==> src/rtl/mc_control_fsm.sv <==
// Multi-cycle MIPS control unit: sequences fetch/decode/execute/memory/writeback, drives the
// datapath selects, register/memory enables and the ALU control code. Memory accesses use a
// req/ack handshake, so a slow memory simply holds the FSM in the access state.
module mc_control_fsm #(
  parameter int unsigned CNT_W   = 32,
  parameter int unsigned ACK_USE = 1
) (
  input  logic             clk,
  input  logic             rst_n,
  input  logic [5:0]       opcode,
  input  logic [5:0]       funct,
  input  logic             zero,
  input  logic             mem_ack,
  output logic             mem_read,
  output logic             mem_write,
  output logic             i_or_d,
  output logic             ir_write,
  output logic             pc_en,
  output logic [1:0]       pc_source,
  output logic             alu_src_a,
  output logic [1:0]       alu_src_b,
  output logic [3:0]       alu_control,
  output logic             reg_write,
  output logic             reg_dst,
  output logic             mem_to_reg,
  output logic             illegal,
  output logic [CNT_W-1:0] retired
);

  // ALU control encodings shared with the ALU
  localparam logic [3:0] AluAdd = 4'b0000;
  localparam logic [3:0] AluSub = 4'b0001;
  localparam logic [3:0] AluAnd = 4'b0010;
  localparam logic [3:0] AluOr  = 4'b0011;
  localparam logic [3:0] AluNor = 4'b0100;
  localparam logic [3:0] AluSlt = 4'b0101;

  localparam logic [5:0] OpRtype = 6'b000000;
  localparam logic [5:0] OpLw    = 6'b100011;
  localparam logic [5:0] OpSw    = 6'b101011;
  localparam logic [5:0] OpAddi  = 6'b001000;
  localparam logic [5:0] OpAndi  = 6'b001100;
  localparam logic [5:0] OpOri   = 6'b001101;
  localparam logic [5:0] OpSlti  = 6'b001010;
  localparam logic [5:0] OpBeq   = 6'b000100;
  localparam logic [5:0] OpJ     = 6'b000010;

  localparam logic [5:0] FnAdd = 6'b100000;
  localparam logic [5:0] FnSub = 6'b100010;
  localparam logic [5:0] FnAnd = 6'b100100;
  localparam logic [5:0] FnOr  = 6'b100101;
  localparam logic [5:0] FnNor = 6'b100111;
  localparam logic [5:0] FnSlt = 6'b101010;

  typedef enum logic [3:0] {
    StRst, StFetch, StDecode, StMemAddr, StMemRd, StMemWb, StMemWr,
    StExecR, StRWb, StExecI, StIWb, StBranch, StJump, StIllegal
  } state_e;

  state_e     state_q, state_d;
  logic       ack;
  logic       retire;
  logic       r_ok;
  logic [3:0] r_alu;
  logic [3:0] i_alu;

  // Zero-wait builds treat every access as completing immediately
  assign ack = (ACK_USE != 0) ? mem_ack : 1'b1;

  // Ack- and flag-gated enables act in the same cycle, so they stay combinational
  assign ir_write = (state_q == StFetch) && ack;
  assign pc_en    = ir_write || (state_q == StJump) || ((state_q == StBranch) && zero);

  // R-type funct decode; unsupported funct codes are flagged as illegal
  always_comb begin
    r_alu = AluAdd;
    r_ok  = 1'b1;
    case (funct)
      FnAdd:   r_alu = AluAdd;
      FnSub:   r_alu = AluSub;
      FnAnd:   r_alu = AluAnd;
      FnOr:    r_alu = AluOr;
      FnNor:   r_alu = AluNor;
      FnSlt:   r_alu = AluSlt;
      default: r_ok  = 1'b0;
    endcase
  end

  // Immediate-op decode by opcode
  always_comb begin
    i_alu = AluAdd;
    case (opcode)
      OpAndi:  i_alu = AluAnd;
      OpOri:   i_alu = AluOr;
      OpSlti:  i_alu = AluSlt;
      default: i_alu = AluAdd;
    endcase
  end

  // Next-state logic; access states wait on ack, ILLEGAL is absorbing
  always_comb begin
    state_d = state_q;
    unique case (state_q)
      StRst:     state_d = StFetch;
      StFetch:   if (ack) state_d = StDecode;
      StDecode: begin
        case (opcode)
          OpLw, OpSw:                    state_d = StMemAddr;
          OpRtype:                       state_d = r_ok ? StExecR : StIllegal;
          OpAddi, OpAndi, OpOri, OpSlti: state_d = StExecI;
          OpBeq:                         state_d = StBranch;
          OpJ:                           state_d = StJump;
          default:                       state_d = StIllegal;
        endcase
      end
      StMemAddr: state_d = (opcode == OpSw) ? StMemWr : StMemRd;
      StMemRd:   if (ack) state_d = StMemWb;
      StMemWr:   if (ack) state_d = StFetch;
      StExecR:   state_d = StRWb;
      StExecI:   state_d = StIWb;
      StMemWb, StRWb, StIWb, StBranch, StJump: state_d = StFetch;
      StIllegal: state_d = StIllegal;
      default:   state_d = StRst;
    endcase
  end

  // An instruction retires when control returns to FETCH; the reset entry does not count
  assign retire = (state_d == StFetch) && (state_q != StFetch) && (state_q != StRst);

  // State, counter and registered outputs decoded from the state being entered
  always_ff @(posedge clk or negedge rst_n) begin
    if (!rst_n) begin
      state_q     <= StRst;
      retired     <= '0;
      illegal     <= 1'b0;
      mem_read    <= 1'b0;
      mem_write   <= 1'b0;
      i_or_d      <= 1'b0;
      pc_source   <= 2'b00;
      alu_src_a   <= 1'b0;
      alu_src_b   <= 2'b00;
      alu_control <= AluAdd;
      reg_write   <= 1'b0;
      reg_dst     <= 1'b0;
      mem_to_reg  <= 1'b0;
    end else begin
      state_q <= state_d;
      if (retire) retired <= retired + CNT_W'(1);
      mem_read    <= 1'b0;
      mem_write   <= 1'b0;
      i_or_d      <= 1'b0;
      pc_source   <= 2'b00;
      alu_src_a   <= 1'b0;
      alu_src_b   <= 2'b00;
      alu_control <= AluAdd;
      reg_write   <= 1'b0;
      reg_dst     <= 1'b0;
      mem_to_reg  <= 1'b0;
      unique case (state_d)
        StFetch: begin
          mem_read  <= 1'b1;
          alu_src_b <= 2'b01;
        end
        StDecode:  alu_src_b <= 2'b11;
        StMemAddr: begin
          alu_src_a <= 1'b1;
          alu_src_b <= 2'b10;
        end
        StMemRd: begin
          mem_read <= 1'b1;
          i_or_d   <= 1'b1;
        end
        StMemWb: begin
          reg_write  <= 1'b1;
          mem_to_reg <= 1'b1;
        end
        StMemWr: begin
          mem_write <= 1'b1;
          i_or_d    <= 1'b1;
        end
        StExecR: begin
          alu_src_a   <= 1'b1;
          alu_control <= r_alu;
        end
        StRWb: begin
          reg_write <= 1'b1;
          reg_dst   <= 1'b1;
        end
        StExecI: begin
          alu_src_a   <= 1'b1;
          alu_src_b   <= 2'b10;
          alu_control <= i_alu;
        end
        StIWb: reg_write <= 1'b1;
        StBranch: begin
          alu_src_a   <= 1'b1;
          alu_control <= AluSub;
          pc_source   <= 2'b01;
        end
        StJump:    pc_source <= 2'b10;
        StIllegal: illegal   <= 1'b1;
        default: ;
      endcase
    end
  end

endmodule
==> config.mk <==
export PLATFORM = sky130hd
export DESIGN_NAME = mc_control_fsm
export DESIGN_NICKNAME = d
export VERILOG_FILES = /design/src/rtl/mc_control_fsm.sv
export SDC_FILE = /design/constraint.sdc
export NUM_CORES = 1
export LEC_CHECK = 0
export BUFFER_PORTS_ARGS = -buffer_cell sky130_fd_sc_hd__clkbuf_2
export CORE_ASPECT_RATIO = 0.5
export CORE_UTILIZATION = 45
export DETAILED_ROUTE_END_ITERATION = 10
export GPL_ROUTABILITY_DRIVEN = 0
export PLACE_DENSITY = 0.71
export REMOVE_ABC_BUFFERS = 1
export SLEW_MARGIN = 15
export SYNTH_ARGS = -nofsm -noshare
export SYNTH_HDL_FRONTEND = slang
export SYNTH_SLANG_ARGS = --single-unit
==> constraint.sdc <==
create_clock -name clk -period 2.4 [get_ports clk]
set_clock_uncertainty 0.1 [all_clocks]
set_input_delay 0.36 -clock clk [delete_from_list [all_inputs] [get_ports clk]]
set_output_delay 0.36 -clock clk [all_outputs]
set_load 0.02 [all_outputs]
==> results of run 1 <==
==> timing repair <==
| item | 4_1_cts | 5_1_grt |
|---|---|---|
| hold buffers | 1 | 0 |
| pin swaps | 0 | 2 |
| setup buffers | 0 | 2 |
| setup endpoints to repair | 1 | 12 |
| resized for setup | 1 | 9 |
| endpoints found under the hold margin | 6 | 0 |
==> cells in the final DEF (no fill, tap or decap), types with 4 or more instances in the layout <==
| cell | Yosys | layout |
|---|---|---|
| clkbuf_2 | 0 | 64 |
| dfrtp_1 | 51 | 51 |
| buf_4 | 1 | 30 |
| xnor2_1 | 28 | 28 |
| nand3_1 | 22 | 22 |
| nand2_1 | 21 | 21 |
| nand4_1 | 20 | 20 |
| nor2_1 | 13 | 13 |
| nor3_1 | 10 | 10 |
| inv_1 | 8 | 8 |
| or4_1 | 9 | 8 |
| and3_1 | 8 | 8 |
| nand2b_1 | 6 | 6 |
| nor2b_1 | 6 | 5 |
| clkbuf_16 | 0 | 5 |
| a21o_1 | 4 | 4 |
| or3_1 | 4 | 4 |
| xor2_1 | 4 | 4 |
| buf_12 | 0 | 4 |
==> kinds of logic after synthesis <==
logic type,count (synthesis),share of synthesized area [%]
xor gates and xnor gates,32,9.93
DFF,51,45.2
muxes,3,1.15
other,1,0.133
and+or+nand+nor,145,30.4
AOI/OAI and AO/OA,32,8.78
adders and majority gates,1,0.443
buffers and inverters,23,3.99
==> worst reg2reg max path, cell delays in order (launching register included) <==
cell	delay (ps)
dfrtp_1	410
or4b_4	560
a211o_1	320
a31oi_4	200
nand2_1	90
or4_1	520
o41ai_2	80
==> per-stage QoR <==
step                instances  TNS [ps]  utilization (%)
finish                    464         0             64.2
global route              464      -193             64.2
global placement          454      -272             60.1
CTS                       462         0             63.2
detailed placement        454      -813             60.1
floorplan                 274      -148                -
==> final timing paths <==
| check | end | depth (start not counted) | slack [ps] | startpoint |
|---|---|---|---|---|
| max reg2reg | alu_control[2] | 6 | 40 | state_q[0] |
| min | alu_control[2] | 3 | 340 | opcode[0] |
| min reg2reg | retired[31] | 1 | 370 | retired[31] |
| min in group asynchronous | illegal | 2 | 350 | rst_n |
| max in group asynchronous | state_q[0] | 3 | 1040 | rst_n |
| max | alu_control[2] | 6 | 40 | state_q[0] |
==> power by group through the flow <==
| stage | registers (mW) | clock network [mW] | logic, mW |
|---|---|---|---|
| 6_report | 1.09 | 0.775 | 1.86 |
| 5_1_grt | 1.11 | 0.821 | 2.02 |
| 4_1_cts | 1.09 | 0.783 | 1.81 |
| 3_5_place_dp | 1.11 | 0 | 1.79 |
| 3_3_place_gp | 1.10 | 0 | 1.76 |
| 2_1_floorplan | 1.28 | 0 | 0.813 |
==> cell type report <==
class                   count  area share, %
flip-flops and latches     51           34.5
repair buffers             99           17.2
clock inverters             1          0.812
clock buffers               6           3.49
well taps                  84           2.84
multi-input cells         214           40.2
inverters                   9          0.914
==> routing by layer <==
layer	part of all wire (%)	global-route usage, %	up-vias
met2	48	39.0	83
met5	0	0	-
met4	0.93	6.68	0
met3	5.8	4.50	8
met1	45	29.6	1238
li1	-	-	1239
==> results.ini, run 1 <==
[clock_tree]
ctsRootBufferMaster=clkbuf_16
clockBufferDepth=2
numCtsBuffers=5
cts_tree=built
clk_pin_slew_ps=60
clock_latency_ps=290
htree_levels=2
cts_num_sinks=51

[placement]
placed_cell_area_mm2=0.00346
hpwl_mm=5.05
place.port_buffers=64
place_ws_ps=-110

[yosys]
netlist.top_cell.by_area=dfrtp_1
seq_area_frac_synth_pct=45.2
synth_most_common_cell=dfrtp_1
synth-seq-cells=51
yosysTopAreaCellShare_pct=45.2
synth_edf_count=0
netlist_top_cells_count=dfrtp_1 (51), xnor2_1 (28), nand3_1 (22)
netlist_area_mm2=0.00282
yosys_warnings=0
ys.flop_type=dfrtp_1
synth.avg_cell_area_um2=9.80
syn_inst=288
synth_area_leaders=dfrtp_1 (45%), xnor2_1 (8.7%), nand4_1 (4.4%)
async_reset_ff_share_pct=100
synth_cell_types=54

[route]
routed_via_density=5.53
drt_iter0_drc=104
vias=2568
drt-pass1-iter-count=4
routed_wl_mm=6.91
drcViolationCount=0
wl_per_cell_um=14.9
postRouteAntennaNets=0

[worst_setup_path]
crit_family=simple AND/OR/NAND/NOR gates
crit_required_ps=2480
crit_buf_inv=0
slowest_stage=or4b_4
crit_path_end_kind=flip-flop
critPathLaunchType=flip-flop
path_max_fanout=4
critPathKind=reg -> reg
crit_path_max_incr_delay_ps=560
crit_chain=or4b_4, a211o_1, a31oi_4, nand2_1, or4_1, o41ai_2
worstPathArrival_ps=2440

[power]
p_clk_share_pct=20.8
leakage_nw=1.70
p_sw_share_pct=40.1
ir_drop_uv=562
p_switching_mw=1.49
power_density_mw_per_mm2=1010
p_seq_share_pct=29.3
fin_total_pwr_mw=3.73
p_comb_share_pct=49.9
p_int_mw=2.23

[cells_and_area]
reg.largest.list=retired: 32 flops, state_q: 4 flops, alu_control: 3 flops
diodes=0
multi_input_area_mm2=0.00149
largest_reg_flops=32
area_growth_syn_to_layout_pct=30.9
max_flop_register=retired
regArea_mm2=0.00128
final_layout_size_suffix_gt1_share_pct=32.9
fillers=493
fin_area_mm2=0.00370
final_net_count=397

[timing]
hold_ws_ps=343
min_period_ps=2360
fmax_ghz=0.423
tightest_slew_ps=598
worst_slack_ps=37.7
setup_violations=0
slew_headroom_pct=59.6
maxSlewViolCount=0
grt_setup_unrepaired=yes
finalHoldViolations=0
period_share_pct=98.4

[die]
coreArea_mm2=0.00575
rows=19
die_h_um=58.0
dieArea_mm2=0.00661
die_w_um=114
start_util_pct=49.1
io_pins=66

[global_route]
overflow=0
grt_pass1_vias=2554
gr-usage-all-layers_pct=22.7
grt_max_degree=46
antenna_found_initial=0
grt_pass1_wl_mm=11.8

[job]
drv_cap=0

[hold_path]
min_path_type=in -> reg

[run_status]
outcome=finished clean

Note: power is estimated with default switching activity, not from simulation.
==> inputs of run 2 (changes only) <==
--- a/config.mk
+++ b/config.mk
@@ -10,6 +10,7 @@
 export CORE_UTILIZATION = 45
 export DETAILED_ROUTE_END_ITERATION = 10
 export GPL_ROUTABILITY_DRIVEN = 0
+export HOLD_SLACK_MARGIN = 0.03
 export PLACE_DENSITY = 0.71
 export REMOVE_ABC_BUFFERS = 1
 export SLEW_MARGIN = 15
==> constraint.sdc (replaced) <==
create_clock -name clk -period 2.13 [get_ports clk]
set_clock_uncertainty 0.1 [all_clocks]
set_input_delay 0.3195 -clock clk [delete_from_list [all_inputs] [get_ports clk]]
set_output_delay 0.3195 -clock clk [all_outputs]
set_load 0.02 [all_outputs]
==> run 2 against run 1 <==
The run now ends with negative setup slack left. Sequential power rose by 14%. Combinational power rose by 75%. Non-clock buffer count rose by 56. Highest routed layer unchanged. Die area did not move. Cell area rose by 20%. Maximum frequency rose by 1.2%. Worst hold slack got worse by 33 ps.
==> results.ini, run 2 (synthesis results as in run 1) <==
[timing]
hold_ws_ps=310
grt_setup_unrepaired=yes
min_period_ps=2340
period_share_pct=110
finalHoldViolations=0
worst_slack_ps=-205
maxSlewViolCount=0
setup_violations=40
slew_headroom_pct=63.4
tightest_slew_ps=549
fmax_ghz=0.428

[route]
drt-pass1-iter-count=4
postRouteAntennaNets=0
drt_iter0_drc=205
routed_via_density=5.66
wl_per_cell_um=17.8
vias=2953
drcViolationCount=0
routed_wl_mm=9.28

[power]
power_density_mw_per_mm2=1190
ir_drop_uv=593
leakage_nw=2.13

[cells_and_area]
diodes=0
final_layout_size_suffix_gt1_share_pct=50.9
final_net_count=454
layout_commonest_cell=buf_4
final_cell_mix=buf_4 (71), clkbuf_2 (64), dfrtp_1 (51)
reg.largest.list=retired: 32 flops, state_q: 4 flops, alu_control: 3 flops
area_growth_syn_to_layout_pct=57.5
largest_reg_flops=32
fin_area_mm2=0.00445
max_flop_register=retired

[worst_setup_path]
critPathLaunchType=flip-flop
slowest_stage=or4_4
crit_family=simple AND/OR/NAND/NOR gates
path_max_fanout=7
crit_chain=buf_6, nand2b_4, a221o_1, o211ai_1, buf_4, nand3_4, or4_4, xnor2_1
crit_buf_inv=2
critPathKind=reg -> reg
crit_path_max_incr_delay_ps=550
crit_path_end_kind=flip-flop
worstPathArrival_ps=2400
crit_required_ps=2200

[global_route]
gr-usage-all-layers_pct=25.9
grt_pass1_wl_mm=13.0
grt_pass1_vias=2764
antenna_found_initial=0
grt_max_degree=33
overflow=0

[job]
drv_cap=0

[placement]
hpwl_mm=5.55
place.port_buffers=64
placed_cell_area_mm2=0.00374

[die]
rows=19
die_w_um=114
start_util_pct=49.1
dieArea_mm2=0.00661
coreArea_mm2=0.00575
die_h_um=58.0
io_pins=66

[clock_tree]
cts_num_sinks=51
numCtsBuffers=5
cts_tree=built
htree_levels=2
clock_latency_ps=290
ctsRootBufferMaster=clkbuf_16
clk_pin_slew_ps=70
clockBufferDepth=2

[run_status]
outcome=finished, violations left
violations=negative setup slack

[hold_path]
min_path_type=in -> reg

[run 2: cell count changes in the layout (fill, tap and decap cells not counted), moves of 5 or more]
cell     delta
nand3_2     +5
buf_4      +41
nand3_1     -6
or4_1       -8
buf_6      +13
xnor2_1     -9
xnor2_2     +9
or4_4       +8
[run 2: cell type report]
cell class,instances,area (um2)
clock buffers,6,129
clock inverters,2,12.5
fillers,366,1310
inverters,9,33.8
multi-input cells,215,1750
flip-flops and latches,51,1280
well taps,84,105
repair buffers,155,1140
[run 2: path summary, 6_finish.rpt]
path                                  start        endpoint  slack, ps  depth (start not counted)
worst min register to register  retired[31]     retired[31]        380                          1
worst max register to register   state_q[2]     retired[24]       -210                          8
worst max-delay path             state_q[2]     retired[24]       -210                          8
worst min-delay path              opcode[0]  alu_control[2]        310                          3
max in group asynchronous             rst_n     retired[23]        910                          3
min in group asynchronous             rst_n       reg_write        460                          2
[run 2: tightest hold or removal path, cell delays in order]
cell and delay [ps]:
clkbuf_2 130, buf_6 130, o41ai_2 80
[run 2: routing by layer]
| layer | global-route usage, % | vias to the layer above | part of all wire (%) |
|---|---|---|---|
| met5 | 0 | - | 0 |
| met4 | 9.28 | 0 | 2.8 |
| met3 | 4.18 | 28 | 6.0 |
| met2 | 46.9 | 120 | 52 |
| met1 | 31.8 | 1444 | 40 |
| li1 | - | 1361 | - |
[run 2: power breakdown]
part	internal [mW]	switching, mW
Combinational	1.52	1.73
Sequential	1.12	0.117
Clock	0.434	0.353
Total	3.08	2.20
[run 2: repair_timing]
action | CTS | global route
hold buffers | 1 | 0
pin swaps | 15 | 35
setup endpoints to repair | 38 | 41
endpoints found under the hold margin | 19 | 0
gates cloned | 3 | 2
setup buffers | 6 | 8
resized for setup | 40 | 37
[run 2: through the flow]
| step | instances | setup TNS [ps] | power (mW) | worst slack, ps | utilization, % |
|---|---|---|---|---|---|
| global route | 522 | -7770 | 5.52 | -297 | 77.3 |
| detailed placement | 495 | -8630 | 3.43 | -364 | 65.1 |
| finish | 522 | -5020 | 5.28 | -205 | 77.3 |
| CTS | 512 | -1490 | 4.63 | -129 | 72.1 |
| floorplan | 274 | -5680 | 2.36 | -412 | - |
| global placement | 495 | -6580 | 3.37 | -248 | 65.1 |
